[src/rtl/alu_pkg.sv]
// Shared ALU definitions: op encodings, datapath width and the result/flag payload.
package alu_pkg;

   localparam int unsigned WIDTH = 32;

   typedef enum logic [2:0] {
      OP_ADD  = 3'b000,
      OP_SUB  = 3'b001,
      OP_XOR  = 3'b010,
      OP_SLT  = 3'b011,
      OP_AND  = 3'b100,
      OP_NAND = 3'b101,
      OP_NOR  = 3'b110,
      OP_OR   = 3'b111
   } alu_op_e;

   typedef struct packed {
      logic [WIDTH-1:0] result;
      logic             cout;
      logic             zero;
      logic             overflow;
   } alu_res_t;

   function automatic logic is_arith(input alu_op_e op);
      return (op == OP_ADD) || (op == OP_SUB);
   endfunction

endpackage

[src/rtl/alu_exec_stage_alu.sv]
// Combinational 32-bit ALU; carry and overflow are only meaningful (non-zero) for ADD/SUB.
module ALU
   import alu_pkg::*;
(
   input  logic [WIDTH-1:0] a,
   input  logic [WIDTH-1:0] b,
   input  alu_op_e          op,
   output logic [WIDTH-1:0] result,
   output logic             cout,
   output logic             zero,
   output logic             overflow
);

   logic             sub;
   logic [WIDTH-1:0] b_eff;
   logic [WIDTH:0]   sum;
   logic             sum_ovf;
   logic             lt;

   // SUB is a + ~b + 1, so cout is the "no borrow" carry
   always_comb begin
      sub     = (op == OP_SUB);
      b_eff   = sub ? ~b : b;
      sum     = {1'b0, a} + {1'b0, b_eff} + (WIDTH+1)'(sub);
      sum_ovf = (a[WIDTH-1] == b_eff[WIDTH-1]) && (sum[WIDTH-1] != a[WIDTH-1]);
      lt      = $signed(a) < $signed(b);
   end

   always_comb begin
      result   = '0;
      cout     = 1'b0;
      overflow = 1'b0;
      unique case (op)
         OP_ADD, OP_SUB: begin
            result   = sum[WIDTH-1:0];
            cout     = sum[WIDTH];
            overflow = sum_ovf;
         end
         OP_XOR:  result = a ^ b;
         OP_SLT:  result = WIDTH'(lt);
         OP_AND:  result = a & b;
         OP_NAND: result = ~(a & b);
         OP_NOR:  result = ~(a | b);
         OP_OR:   result = a | b;
         default: result = '0;
      endcase
      zero = (result == '0);
   end

endmodule

[src/rtl/alu_exec_stage.sv]
// Two-stage registered execute stage around ALU: S1 holds operands, S2 holds result and flags,
// with accumulate chaining, sticky overflow and a consumed-result counter.
module alu_exec_stage
   import alu_pkg::*;
#(
   parameter int unsigned TAG_W   = 4,
   parameter int unsigned COUNT_W = 16
)(
   input  logic               clk,
   input  logic               reset,
   input  logic               in_valid,
   output logic               in_ready,
   input  logic [2:0]         in_op,
   input  logic [WIDTH-1:0]   in_a,
   input  logic [WIDTH-1:0]   in_b,
   input  logic               in_acc,
   input  logic [TAG_W-1:0]   in_tag,
   output logic               out_valid,
   input  logic               out_ready,
   output logic [WIDTH-1:0]   out_result,
   output logic               out_cout,
   output logic               out_zero,
   output logic               out_overflow,
   output logic [TAG_W-1:0]   out_tag,
   input  logic               sticky_clr,
   output logic               sticky_ovf,
   output logic [COUNT_W-1:0] op_count
);

   logic               s1_valid_q, s1_valid_d;
   alu_op_e            s1_op_q, s1_op_d;
   logic [WIDTH-1:0]   s1_a_q, s1_a_d;
   logic [WIDTH-1:0]   s1_b_q, s1_b_d;
   logic               s1_acc_q, s1_acc_d;
   logic [TAG_W-1:0]   s1_tag_q, s1_tag_d;

   logic               out_valid_q, out_valid_d;
   alu_res_t           out_res_q, out_res_d;
   logic [TAG_W-1:0]   out_tag_q, out_tag_d;

   logic [WIDTH-1:0]   last_result_q, last_result_d;
   logic               sticky_q, sticky_d;
   logic [COUNT_W-1:0] op_count_q, op_count_d;

   logic [WIDTH-1:0]   alu_a;
   logic [WIDTH-1:0]   alu_result;
   logic               alu_cout;
   logic               alu_zero;
   logic               alu_overflow;
   alu_res_t           alu_res;

   logic               s2_free;
   logic               s1_move;
   logic               in_fire;
   logic               out_fire;

   assign alu_a = s1_acc_q ? last_result_q : s1_a_q;

   ALU u_alu (
      .a        (alu_a),
      .b        (s1_b_q),
      .op       (s1_op_q),
      .result   (alu_result),
      .cout     (alu_cout),
      .zero     (alu_zero),
      .overflow (alu_overflow)
   );

   // Belt-and-braces masking so only ADD/SUB ever report carry or overflow
   always_comb begin
      alu_res.result   = alu_result;
      alu_res.cout     = alu_cout && is_arith(s1_op_q);
      alu_res.zero     = alu_zero;
      alu_res.overflow = alu_overflow && is_arith(s1_op_q);
   end

   always_comb begin
      s1_valid_d    = s1_valid_q;
      s1_op_d       = s1_op_q;
      s1_a_d        = s1_a_q;
      s1_b_d        = s1_b_q;
      s1_acc_d      = s1_acc_q;
      s1_tag_d      = s1_tag_q;
      out_valid_d   = out_valid_q;
      out_res_d     = out_res_q;
      out_tag_d     = out_tag_q;
      last_result_d = last_result_q;
      sticky_d      = sticky_q;
      op_count_d    = op_count_q;

      s2_free  = !out_valid_q || out_ready;
      s1_move  = s1_valid_q && s2_free;
      in_ready = !s1_valid_q || s1_move;
      in_fire  = in_valid && in_ready;
      out_fire = out_valid_q && out_ready;

      if (out_fire) begin
         out_valid_d = 1'b0;
         op_count_d  = op_count_q + COUNT_W'(1);
      end

      // S2 may be consumed and reloaded in the same cycle
      if (s1_move) begin
         out_valid_d   = 1'b1;
         out_res_d     = alu_res;
         out_tag_d     = s1_tag_q;
         last_result_d = alu_res.result;
         s1_valid_d    = 1'b0;
      end

      if (in_fire) begin
         s1_valid_d = 1'b1;
         s1_op_d    = alu_op_e'(in_op);
         s1_a_d     = in_a;
         s1_b_d     = in_b;
         s1_acc_d   = in_acc;
         s1_tag_d   = in_tag;
      end

      // A consumed overflow beats a simultaneous clear
      if (sticky_clr) sticky_d = 1'b0;
      if (out_fire && out_res_q.overflow) sticky_d = 1'b1;
   end

   always_ff @(posedge clk) begin
      if (reset) begin
         s1_valid_q    <= 1'b0;
         s1_op_q       <= OP_ADD;
         s1_a_q        <= '0;
         s1_b_q        <= '0;
         s1_acc_q      <= 1'b0;
         s1_tag_q      <= '0;
         out_valid_q   <= 1'b0;
         out_res_q     <= '0;
         out_tag_q     <= '0;
         last_result_q <= '0;
         sticky_q      <= 1'b0;
         op_count_q    <= '0;
      end else begin
         s1_valid_q    <= s1_valid_d;
         s1_op_q       <= s1_op_d;
         s1_a_q        <= s1_a_d;
         s1_b_q        <= s1_b_d;
         s1_acc_q      <= s1_acc_d;
         s1_tag_q      <= s1_tag_d;
         out_valid_q   <= out_valid_d;
         out_res_q     <= out_res_d;
         out_tag_q     <= out_tag_d;
         last_result_q <= last_result_d;
         sticky_q      <= sticky_d;
         op_count_q    <= op_count_d;
      end
   end

   assign out_valid    = out_valid_q;
   assign out_result   = out_res_q.result;
   assign out_cout     = out_res_q.cout;
   assign out_zero     = out_res_q.zero;
   assign out_overflow = out_res_q.overflow;
   assign out_tag      = out_tag_q;
   assign sticky_ovf   = sticky_q;
   assign op_count     = op_count_q;

endmodule

[config.mk]
export PLATFORM = sky130hd
export DESIGN_NAME = alu_exec_stage
export DESIGN_NICKNAME = d
export VERILOG_FILES = /design/src/rtl/alu_pkg.sv /design/src/rtl/alu_exec_stage_alu.sv /design/src/rtl/alu_exec_stage.sv
export SDC_FILE = /design/constraint.sdc
export NUM_CORES = 1
export LEC_CHECK = 0
export CORE_MARGIN = 1.5
export CORE_UTILIZATION = 25
export CTS_CLUSTER_DIAMETER = 40
export CTS_CLUSTER_SIZE = 16
export DETAILED_ROUTE_END_ITERATION = 7
export PLACE_DENSITY = 0.39
export SYNTH_ARGS = -nofsm -noshare
export SYNTH_HDL_FRONTEND = slang
export SYNTH_SLANG_ARGS = --single-unit
export TNS_END_PERCENT = 10
[constraint.sdc]
create_clock -name clk -period 11.44 [get_ports clk]
set_input_delay 1.144 -clock clk [delete_from_list [all_inputs] [get_ports clk]]
set_output_delay 1.144 -clock clk [all_outputs]
set_load 0.05 [all_outputs]
==> results.md <==
- Critical Path AT: 5990 ps
- Post-synth top flop: dfxtp_1
- Startpoint Class: flip-flop
- Gr usage total: roughly 18%
- RSZ-0062 raised after global routing: no
- Net Count, Synth: 1,521
- Max FO, Critical Path: 44
- Total die area: 41,960 um^2
- Wire per inst: 18.58 um
- # diodes: 0
- Drt first pass iters: 5
- Hold Buf Count CTS: 0
- Slew headroom: 38.59%
- Antenna viol nets, final: 0
- Clk_skew: 18.97 ps
- Area added between synthesis and finish: 23.27%
- CTS Sinks: between 100 and 150
- Die X: around 200 um
- Clock-pin slew on the worst setup and hold paths: 70 ps
- Post-Layout Cell Count: slightly below 2,000
- First-pass GRT wire length: 56,250 um
- Worst hold path type: reg2reg
- # fillers: 4,366
- EDFF count, synth: 0
- Initial Util: 25.46%
- DP HPWL: 26,920 um
- Post-Syn Area: between 10,000 and 15,000 um^2
- Period utilisation layout: 49.20%
- IO Pins: 135
- Slew @ Worst Pin: 921.1 ps
- Final #Nets: 1,609
- Vias in the first global route: 9,582
- Pleak: 0.005064 uW
- Number of library cell types mapped by synthesis: 68
- Post-route DRC violation count: 0
- Initial antenna violation count: 0
- Postcts setup bufs: 0
- CP endpoint kind: flip-flop
- Register area share after synthesis: 25.55%
- Setup Viol. Count Final: 0
- CP Class: reg2reg
- Routed wire length: 36,070 um
- Critical path required time: 11,800 ps
- Fin. Hold Viols: 0
- Fmax: around 0.18 GHz
- Drt first-iter violations: 415
- Via count: 9,411
- Tmin final: roughly 5600 ps
- Cells after Synth: 1,315
- Area of the multi-input gates: between 6000 and 7000 um^2
- Clock buffer count from CTS: 17
- DR vias/cell: 4.849
- IO Port Bufs: 134
- Clk Latency, worst-skew pair: 450 ps
- Most frequent cells in the layout: 221 x nand2_1, 151 x a21oi_1, 133 x clkdlybuf4s50_1
- Most common cell after layout, fill and taps aside: nand2_1
- Max Slew Vio Count: 0
- Register Area: 2606 um^2
- Share of cells above drive strength 1: 4.590%
- Post-CTS resize count: 0
- GP Congestion: roughly 0.87
- FP Rows: 73
- Flip-flop and latch count after synthesis: 130
- Post-Syn Area per Cell: slightly below 8 um^2
- Clock tree buffer depth: 2
- Overflow after GRT: 0
- Core footprint: 40,010 um^2
- TritonCTS clock tree: done
- P per Cell Area: ~120 nW/um^2
- Clock root buffer: clkbuf_16
- Pin count of the biggest net entering global routing: 77
- Die height: 204.9 um
- Synth Warn #: 0
- H-tree Lvls: 4
- Setup TNS: 0 ps
- Max Cap Viol: 0
- Peak VDD IR: 0.00009445 V
- Status: finished, final reports clean
- Cells after DPL: 1,909
- Asr flop ratio synth: 0%
routing by layer:
metal,global-route usage (%),vias up,wire length [um]
met3,3.516,44,1469
met4,5.996,0,816
met2,27.85,196,16140
li1,-,4720,-
met5,0,-,0
met1,23.67,4451,17640
power by group:
| group | leakage (uW) | total [uW] | switching (uW) | internal (uW) |
|---|---|---|---|---|
| Clock | 0.000277 | 545 | 237 | 308 |
| Combinational | 0.00372 | 456 | 283 | 173 |
| Sequential | 0.00107 | 496 | 19.3 | 477 |
worst max-delay path, stage by stage, from the launching register on:
cell,delay [ps]
dfxtp_2,310
buf_4,560
inv_1,500
nor2_4,480
buf_4,440
xnor2_1,120
ha_1,380
o21ai_1,70
a21oi_1,220
a21oi_1,240
a2111o_1,530
a21oi_2,300
a31oi_1,230
xnor2_1,180
a222oi_1,460
o211ai_1,230
o41ai_2,240
cells by family after synthesis:
kind of cell / after synthesis / synth area share, %
AOI/OAI and AO/OA: 313 / 19.67
xor gates and xnor gates: 106 / 9.114
adders and majority gates: 129 / 15.92
buffers and inverters: 162 / 6.154
DFF: 130 / 25.55
muxes: 63 / 6.240
and+or+nand+nor: 412 / 17.36
stage by stage:
step           setup slack [ps]  hold WS, ps  util, %  area, um^2  total power [uW]
4_1_cts                    5777        457.4    31.38       12560              1521
3_5_place_dp               5810        448.7    29.97       11990             962.7
6_report                   5812        453.0    31.38       12560              1497
3_3_place_gp               5871        442.8    29.97       11990             964.6
5_1_grt                    5359        477.4    31.38       12560              1589
2_1_floorplan              6741        432.2        -       10190             808.7
synthesized netlist by cell type (3+ instances only):
master      n  area [um^2]
mux2i_1    62        620.6
a31oi_1     9        56.30
a21oi_1   151        755.7
xnor2_1    78        683.2
a21boi_0    7        52.55
o221ai_1    3        26.28
a311oi_1    6        52.55
nand4_1    15        93.84
a211oi_1   21        157.7
o21bai_1    5        37.54
and4_1      3        26.28
and3_1      6        37.54
or3_1       4        25.02
a21oi_2     3        26.28
o22ai_1     6        37.54
nand2b_1    6        37.54
clkbuf_1   60        225.2
nor2b_1     7        43.79
a22oi_1     3        22.52
a222oi_1    4        40.04
o31a_1      3        26.28
xor2_1     28        245.2
ha_1      128         1602
o21ai_1     8        40.04
nor4_1      8        50.05
a221oi_1    8        70.07
o21a_1      5        37.54
dfxtp_1   130         2603
o211ai_1    7        52.55
nor2_1     98        367.9
nor3_1     13        65.06
buf_2       9        45.04
a21o_1     12        90.09
o21ai_0    25        125.1
buf_1       7        26.28
nand2_1   222        833.3
and2_1      6        37.54
nand3_1    17        85.08
o311a_1     4        40.04
inv_1      85        319.1
sequential cells by signal, indices dropped and copies added (netlist names), 3 cells and up:
name / count
last_result_q: 32
s1_b_q: 32
out_tag: 4
s1_a_q: 32
s1_tag_q: 4
s1_op_q: 3
op_count: 16
layout make-up:
class,count,area share (%)
tap,525,5.232
clock buffer,19,3.528
inverter,85,2.541
multi-input combinational,1023,55.58
clock inverter,13,0.9865
timing repair buffer,146,11.38
sequential,130,20.76
worst paths after layout:
path                                 start                       to  slack (ps)  cells after the start
setup / recovery   s1_op_q[0]$_SDFFE_PP0P_    out_zero$_SDFFE_PP0P_        5810                     16
hold / removal    s1_tag_q[0]$_SDFFE_PP0P_  out_tag[0]$_SDFFE_PP0P_         450                      2
setup reg to reg   s1_op_q[0]$_SDFFE_PP0P_    out_zero$_SDFFE_PP0P_        5810                     16
hold reg to reg   s1_tag_q[0]$_SDFFE_PP0P_  out_tag[0]$_SDFFE_PP0P_         450                      2
No activity file was read; power rests on OpenSTA's default activity.
